## src/rtl/sprite_compositor.sv

```systemverilog
// N-channel sprite compositor: double-buffered per-channel enable/priority, a two-stage
// pixel pipeline with sync/blank alignment, and sticky collision flags.
module sprite_compositor #(
    parameter int               NSPR       = 4,
    parameter int               CIDXW      = 4,
    parameter int               PRIW       = 2,
    parameter logic [CIDXW-1:0] TRANS_INDX = 4'hF,
    parameter logic [CIDXW-1:0] BG_INDX    = 4'h0,
    parameter int               AW         = 4
) (
    input  logic                  clk,
    input  logic                  reset,
    input  logic                  frame_start,
    input  logic [NSPR*CIDXW-1:0] pix_in,
    input  logic [NSPR-1:0]       drawing_in,
    input  logic                  blank_n_in,
    input  logic                  hsync_in,
    input  logic                  vsync_in,
    input  logic                  cfg_we,
    input  logic [AW-1:0]         cfg_addr,
    input  logic [PRIW:0]         cfg_wdata,
    input  logic                  coll_clr,
    output logic [CIDXW-1:0]      cidx_out,
    output logic                  opaque_out,
    output logic [3:0]            win_id_out,
    output logic                  blank_n_out,
    output logic                  hsync_out,
    output logic                  vsync_out,
    output logic [NSPR-1:0]       coll_status
);

    logic [NSPR-1:0]      wr_hit;
    logic [NSPR-1:0]      act_en;
    logic [NSPR*PRIW-1:0] act_pri;
    logic [NSPR-1:0]      opq_next;

    logic [NSPR-1:0]       opq_s1_reg;
    logic [NSPR*CIDXW-1:0] pix_s1_reg;
    logic [NSPR*PRIW-1:0]  pri_s1_reg;
    logic                  blank_n_s1_reg;
    logic                  hsync_s1_reg;
    logic                  vsync_s1_reg;

    genvar gi;
    generate
        for (gi = 0; gi < NSPR; gi++) begin : g_chan
            logic            pend_en_reg;
            logic            act_en_reg;
            logic [PRIW-1:0] pend_pri_reg;
            logic [PRIW-1:0] act_pri_reg;

            // Out-of-range addresses match no channel, so those writes simply vanish.
            assign wr_hit[gi] = cfg_we && (cfg_addr == AW'(gi));

            always_ff @(posedge clk) begin
                if (reset) begin
                    pend_en_reg  <= 1'b0;
                    pend_pri_reg <= '0;
                    act_en_reg   <= 1'b0;
                    act_pri_reg  <= '0;
                end else begin
                    if (wr_hit[gi]) begin
                        pend_en_reg  <= cfg_wdata[0];
                        pend_pri_reg <= cfg_wdata[PRIW:1];
                    end
                    // A write landing on frame_start goes straight through to the active bank.
                    if (frame_start) begin
                        act_en_reg  <= wr_hit[gi] ? cfg_wdata[0]      : pend_en_reg;
                        act_pri_reg <= wr_hit[gi] ? cfg_wdata[PRIW:1] : pend_pri_reg;
                    end
                end
            end

            assign act_en[gi]                  = act_en_reg;
            assign act_pri[gi*PRIW +: PRIW]    = act_pri_reg;
            assign opq_next[gi] = drawing_in[gi] & act_en_reg & blank_n_in &
                                  (pix_in[gi*CIDXW +: CIDXW] != TRANS_INDX);
        end
    endgenerate

    // Stage 1: opacity per channel; priorities travel with the pixel so a frame-start
    // swap cannot split one pixel across two configurations.
    always_ff @(posedge clk) begin
        if (reset) begin
            opq_s1_reg     <= '0;
            pix_s1_reg     <= '0;
            pri_s1_reg     <= '0;
            blank_n_s1_reg <= 1'b0;
            hsync_s1_reg   <= 1'b1;
            vsync_s1_reg   <= 1'b1;
        end else begin
            opq_s1_reg     <= opq_next;
            pix_s1_reg     <= pix_in;
            pri_s1_reg     <= act_pri;
            blank_n_s1_reg <= blank_n_in;
            hsync_s1_reg   <= hsync_in;
            vsync_s1_reg   <= vsync_in;
        end
    end

    logic             win_found;
    logic [PRIW-1:0]  win_pri;
    logic [3:0]       win_id;
    logic [CIDXW-1:0] win_pix;

    // Strict greater-than keeps the lowest-index channel on a priority tie.
    always_comb begin
        win_found = 1'b0;
        win_pri   = '0;
        win_id    = 4'd0;
        win_pix   = BG_INDX;
        for (int i = 0; i < NSPR; i++) begin
            if (opq_s1_reg[i] && (!win_found || (pri_s1_reg[i*PRIW +: PRIW] > win_pri))) begin
                win_found = 1'b1;
                win_pri   = pri_s1_reg[i*PRIW +: PRIW];
                win_id    = 4'(i);
                win_pix   = pix_s1_reg[i*CIDXW +: CIDXW];
            end
        end
    end

    always_ff @(posedge clk) begin
        if (reset) begin
            cidx_out    <= BG_INDX;
            opaque_out  <= 1'b0;
            win_id_out  <= 4'd0;
            blank_n_out <= 1'b0;
            hsync_out   <= 1'b1;
            vsync_out   <= 1'b1;
        end else begin
            cidx_out    <= win_pix;
            opaque_out  <= win_found;
            win_id_out  <= win_id;
            blank_n_out <= blank_n_s1_reg;
            hsync_out   <= hsync_s1_reg;
            vsync_out   <= vsync_s1_reg;
        end
    end

    // Two or more bits set iff clearing the lowest set bit leaves something behind.
    logic            multi_opq;
    logic [NSPR-1:0] coll_set;
    assign multi_opq = |(opq_s1_reg & (opq_s1_reg - NSPR'(1)));
    assign coll_set  = multi_opq ? opq_s1_reg : '0;

    always_ff @(posedge clk) begin
        if (reset)
            coll_status <= '0;
        else if (coll_clr)
            coll_status <= coll_set;
        else
            coll_status <= coll_status | coll_set;
    end

endmodule
```

## config.mk

```make
export PLATFORM = sky130hd
export DESIGN_NAME = sprite_compositor
export DESIGN_NICKNAME = d
export VERILOG_FILES = /design/src/rtl/sprite_compositor.sv
export SDC_FILE = /design/constraint.sdc
export NUM_CORES = 1
export LEC_CHECK = 0
export ABC_CLOCK_PERIOD_IN_PS = 4200
export BUFFER_PORTS_ARGS = -buffer_cell sky130_fd_sc_hd__buf_2
export CAP_MARGIN = 30
export CORE_ASPECT_RATIO = 1.25
export CORE_UTILIZATION = 40
export CTS_CLUSTER_SIZE = 30
export DETAILED_ROUTE_END_ITERATION = 12
export PLACE_DENSITY_LB_ADDON = 0.2
export REMOVE_ABC_BUFFERS = 1
export SYNTH_ARGS = -nofsm -noshare
export SYNTH_HDL_FRONTEND = slang
export SYNTH_SLANG_ARGS = --single-unit
```

## constraint.sdc

```tcl
create_clock -name clk -period 4.2 [get_ports clk]
set_clock_uncertainty 0.05 [all_clocks]
set_input_delay 0.21 -clock clk [delete_from_list [all_inputs] [get_ports clk]]
set_output_delay 0.21 -clock clk [all_outputs]
set_load 0.02 [all_outputs]
```

==> flow_summary.toml <==
[global_route]
grt_usage_pct = 14.7
gr-total-overflow = 0
grt_pass1_wl_um = 7400
antenna_found_initial = 0
grt_max_degree = 50
first_global_vias = 1670

[cts]
clk_path_buf_depth = 2
cts_tree = "yes"
cts_max_level = 3
numCtsBuffers = 9
root_buffer = "clkbuf_8"
worstSkewPairLatency_ns = 0.34
clkSinkCount = 69
path_clk_slew_ns = 0.07

[sta]
tns_ns = 0
setup_viol = 0
timing.fmax_ghz = 0.261
timing.final.crit_share_pct = 91.3
min_period_ns = 3.84
rsz0062_at_grt = "false"
drv_slew = 0
finalWorstSetupSlack_ns = 0.364
hold_viol = 0

[layout]
nets = 332
syn_to_final_growth_pct = 19.9
diodes = 0
seq_area_um2 = 1380
drive_above_1_share_pct = 28.7
multi_input_area_um2 = 1080
largest_reg_flops = 16
fillers = 591

[synthesis]
netlist_area_um2 = 2560
synthTopCellsByCount = "dfxtp_1 (69), nor2_1 (28), nor2b_1 (28)"
synth-seq-cells = 69
yosysWarnings = 0
syn_avg_cell_area_um2 = 10.7
synth_largest_area_cell = "dfxtp_1"
synth_top_area_share_pct = 54.0
synth_cell_types = 42
post-synth-top-count-cell = "dfxtp_1"
synthTopCellsByArea = "dfxtp_1 (54%), nor2b_1 (6.9%), mux2i_1 (4.7%)"
ys.flop_type = "dfxtp_1"
seq_area_frac_synth_pct = 54.0
synthArstFlopShare_pct = 0
synth_edf_count = 0
synth_cells = 240

[setup_path]
worstSetupStartpointType = "flop"
cp-end-kind = "flop"
critical_path_class = "reg -> reg"
cp.arrival_ns = 4.03
crit_fanout = 10
cp.required_ns = 4.39

[routing]
drc = 0
final_antenna_net_count = 0
vias = 1753
drt-pass1-iter-count = 4
vias_per_cell = 4.60
drt-initial-drc-count = 43
routedWlPerCell_um = 11.9
routed_wl_um = 4520

[power]
intPower_mw = 1.05
irDropWorstVdd_mv = 0.236
power_frac_seq_pct = 51.4
p_sw_uw = 284
p_total_mw = 1.33
power_frac_comb_pct = 5.9
total_leakage_power_nw = 1.26
clock_power_share_pct = 42.6
p_sw_share_pct = 21.4
power_density_nw_per_um2 = 434

[die]
placementRows = 32
die_w_um = 73.5
pin_count = 51
die_y_um = 91.4
core_um2 = 6170
dieArea_um2 = 6720
start_util_pct = 41.5

[hold_path]
min_path_type = "in -> reg"

[placement]
place.port_buffers = 48
dp_hpwl_um = 3240
dp_slack_ns = 0.300
gp_congestion = 0.743

[outcome]
status = "completed"

[run]
maxCapViolCount = 0
-- worst max-delay path, cell delays in order, from the launching register on --
cell       delay, ns
dfxtp_2         0.41
nand2_1         0.07
ha_1            0.28
nor2b_1         0.14
o211ai_2        0.22
o21ai_2         0.15
a32oi_1         0.26
ha_1            0.31
a211o_2         0.32
nand3_2         0.16
nor2_1          0.06
a21o_1          0.15
ha_1            0.28
nor2b_1         0.13
a2bb2oi_1       0.15
o21ai_4         0.23
o21ai_0         0.12
o32ai_1         0.24
-- path summary, 6_finish.rpt --
check | slack (ns) | cells after the start | endpoint | from
worst min register to register | 0.36 | 1 | vsync_out | vsync_s1_reg
worst max register to register | 0.36 | 17 | cidx_out[3] | opq_s1_reg[0]
worst min-delay path | 0.04 | 2 | opq_s1_reg[3] | pix_in[12]
worst max-delay path | 0.36 | 17 | cidx_out[3] | opq_s1_reg[0]
-- routing by layer --
layer	wire length [µm]	track usage (%)	vias to the layer above	share of wire (%)
met5	0	0	-	0
met2	2130	22.3	40	47
li1	-	-	934	-
met3	225	5.22	11	5.0
met4	97	8.49	0	2.1
met1	2070	17.7	768	46
-- area by class of cell --
type                       instances  area share [%]
multi-input combinational        155            35.3
inverter                           5           0.612
clock buffer                      12            4.41
tap                               85            3.47
timing repair buffer              51            8.73
sequential                        69            45.1
clock inverter                     4            2.37
-- power by group through the flow --
stage          Clock (mW)  Sequential [mW]  Combinational [mW]
2_1_floorplan           0            0.700              0.0352
3_3_place_gp            0            0.700              0.0768
3_5_place_dp            0            0.699              0.0782
4_1_cts             0.581            0.685              0.0800
5_1_grt             0.610            0.687              0.0885
6_report            0.567            0.685              0.0788
-- stage by stage --
| step | util, % | hold WS [ns] | instances | cell area (µm²) |
|---|---|---|---|---|
| after floorplan | - | 0.229 | 229 | 2480 |
| after global placement | 46.0 | 0.341 | 363 | 2840 |
| after detailed placement | 46.0 | 0.343 | 363 | 2840 |
| after CTS | 49.7 | 0.0322 | 381 | 3060 |
| after global routing | 49.7 | 0.0494 | 381 | 3070 |
| final | 49.7 | 0.0445 | 381 | 3070 |
-- layout by cell type, fill, tap and decap left out, types with 6 or more instances in the layout --
master and n:
dfxtp_1 68, a211oi_1 12, ha_1 6, mux2i_1 12
o21ai_0 6, clkbuf_8 9, a21oi_1 7, buf_2 48
nor2_1 28, nor2b_1 28
-- cell families after synthesis --
group | after synthesis | share of synthesized area (%)
buffers and inverters | 17 | 3.77
other | 1 | 0.147
AND/OR/NAND/NOR | 87 | 20.0
adder cells (fa/ha/maj) | 6 | 2.94
flip-flops | 69 | 54.0
multiplexers | 13 | 5.14
AO/OA/AOI/OAI | 47 | 13.9
-- repair_timing --
item	in CTS	in global routing
buffers inserted	0	0
hold buffers	2	0
gates resized for setup	0	1
endpoints found under the hold margin	2	0
endpoints found under the setup margin	0	2
(Power assumes the default switching activity.)
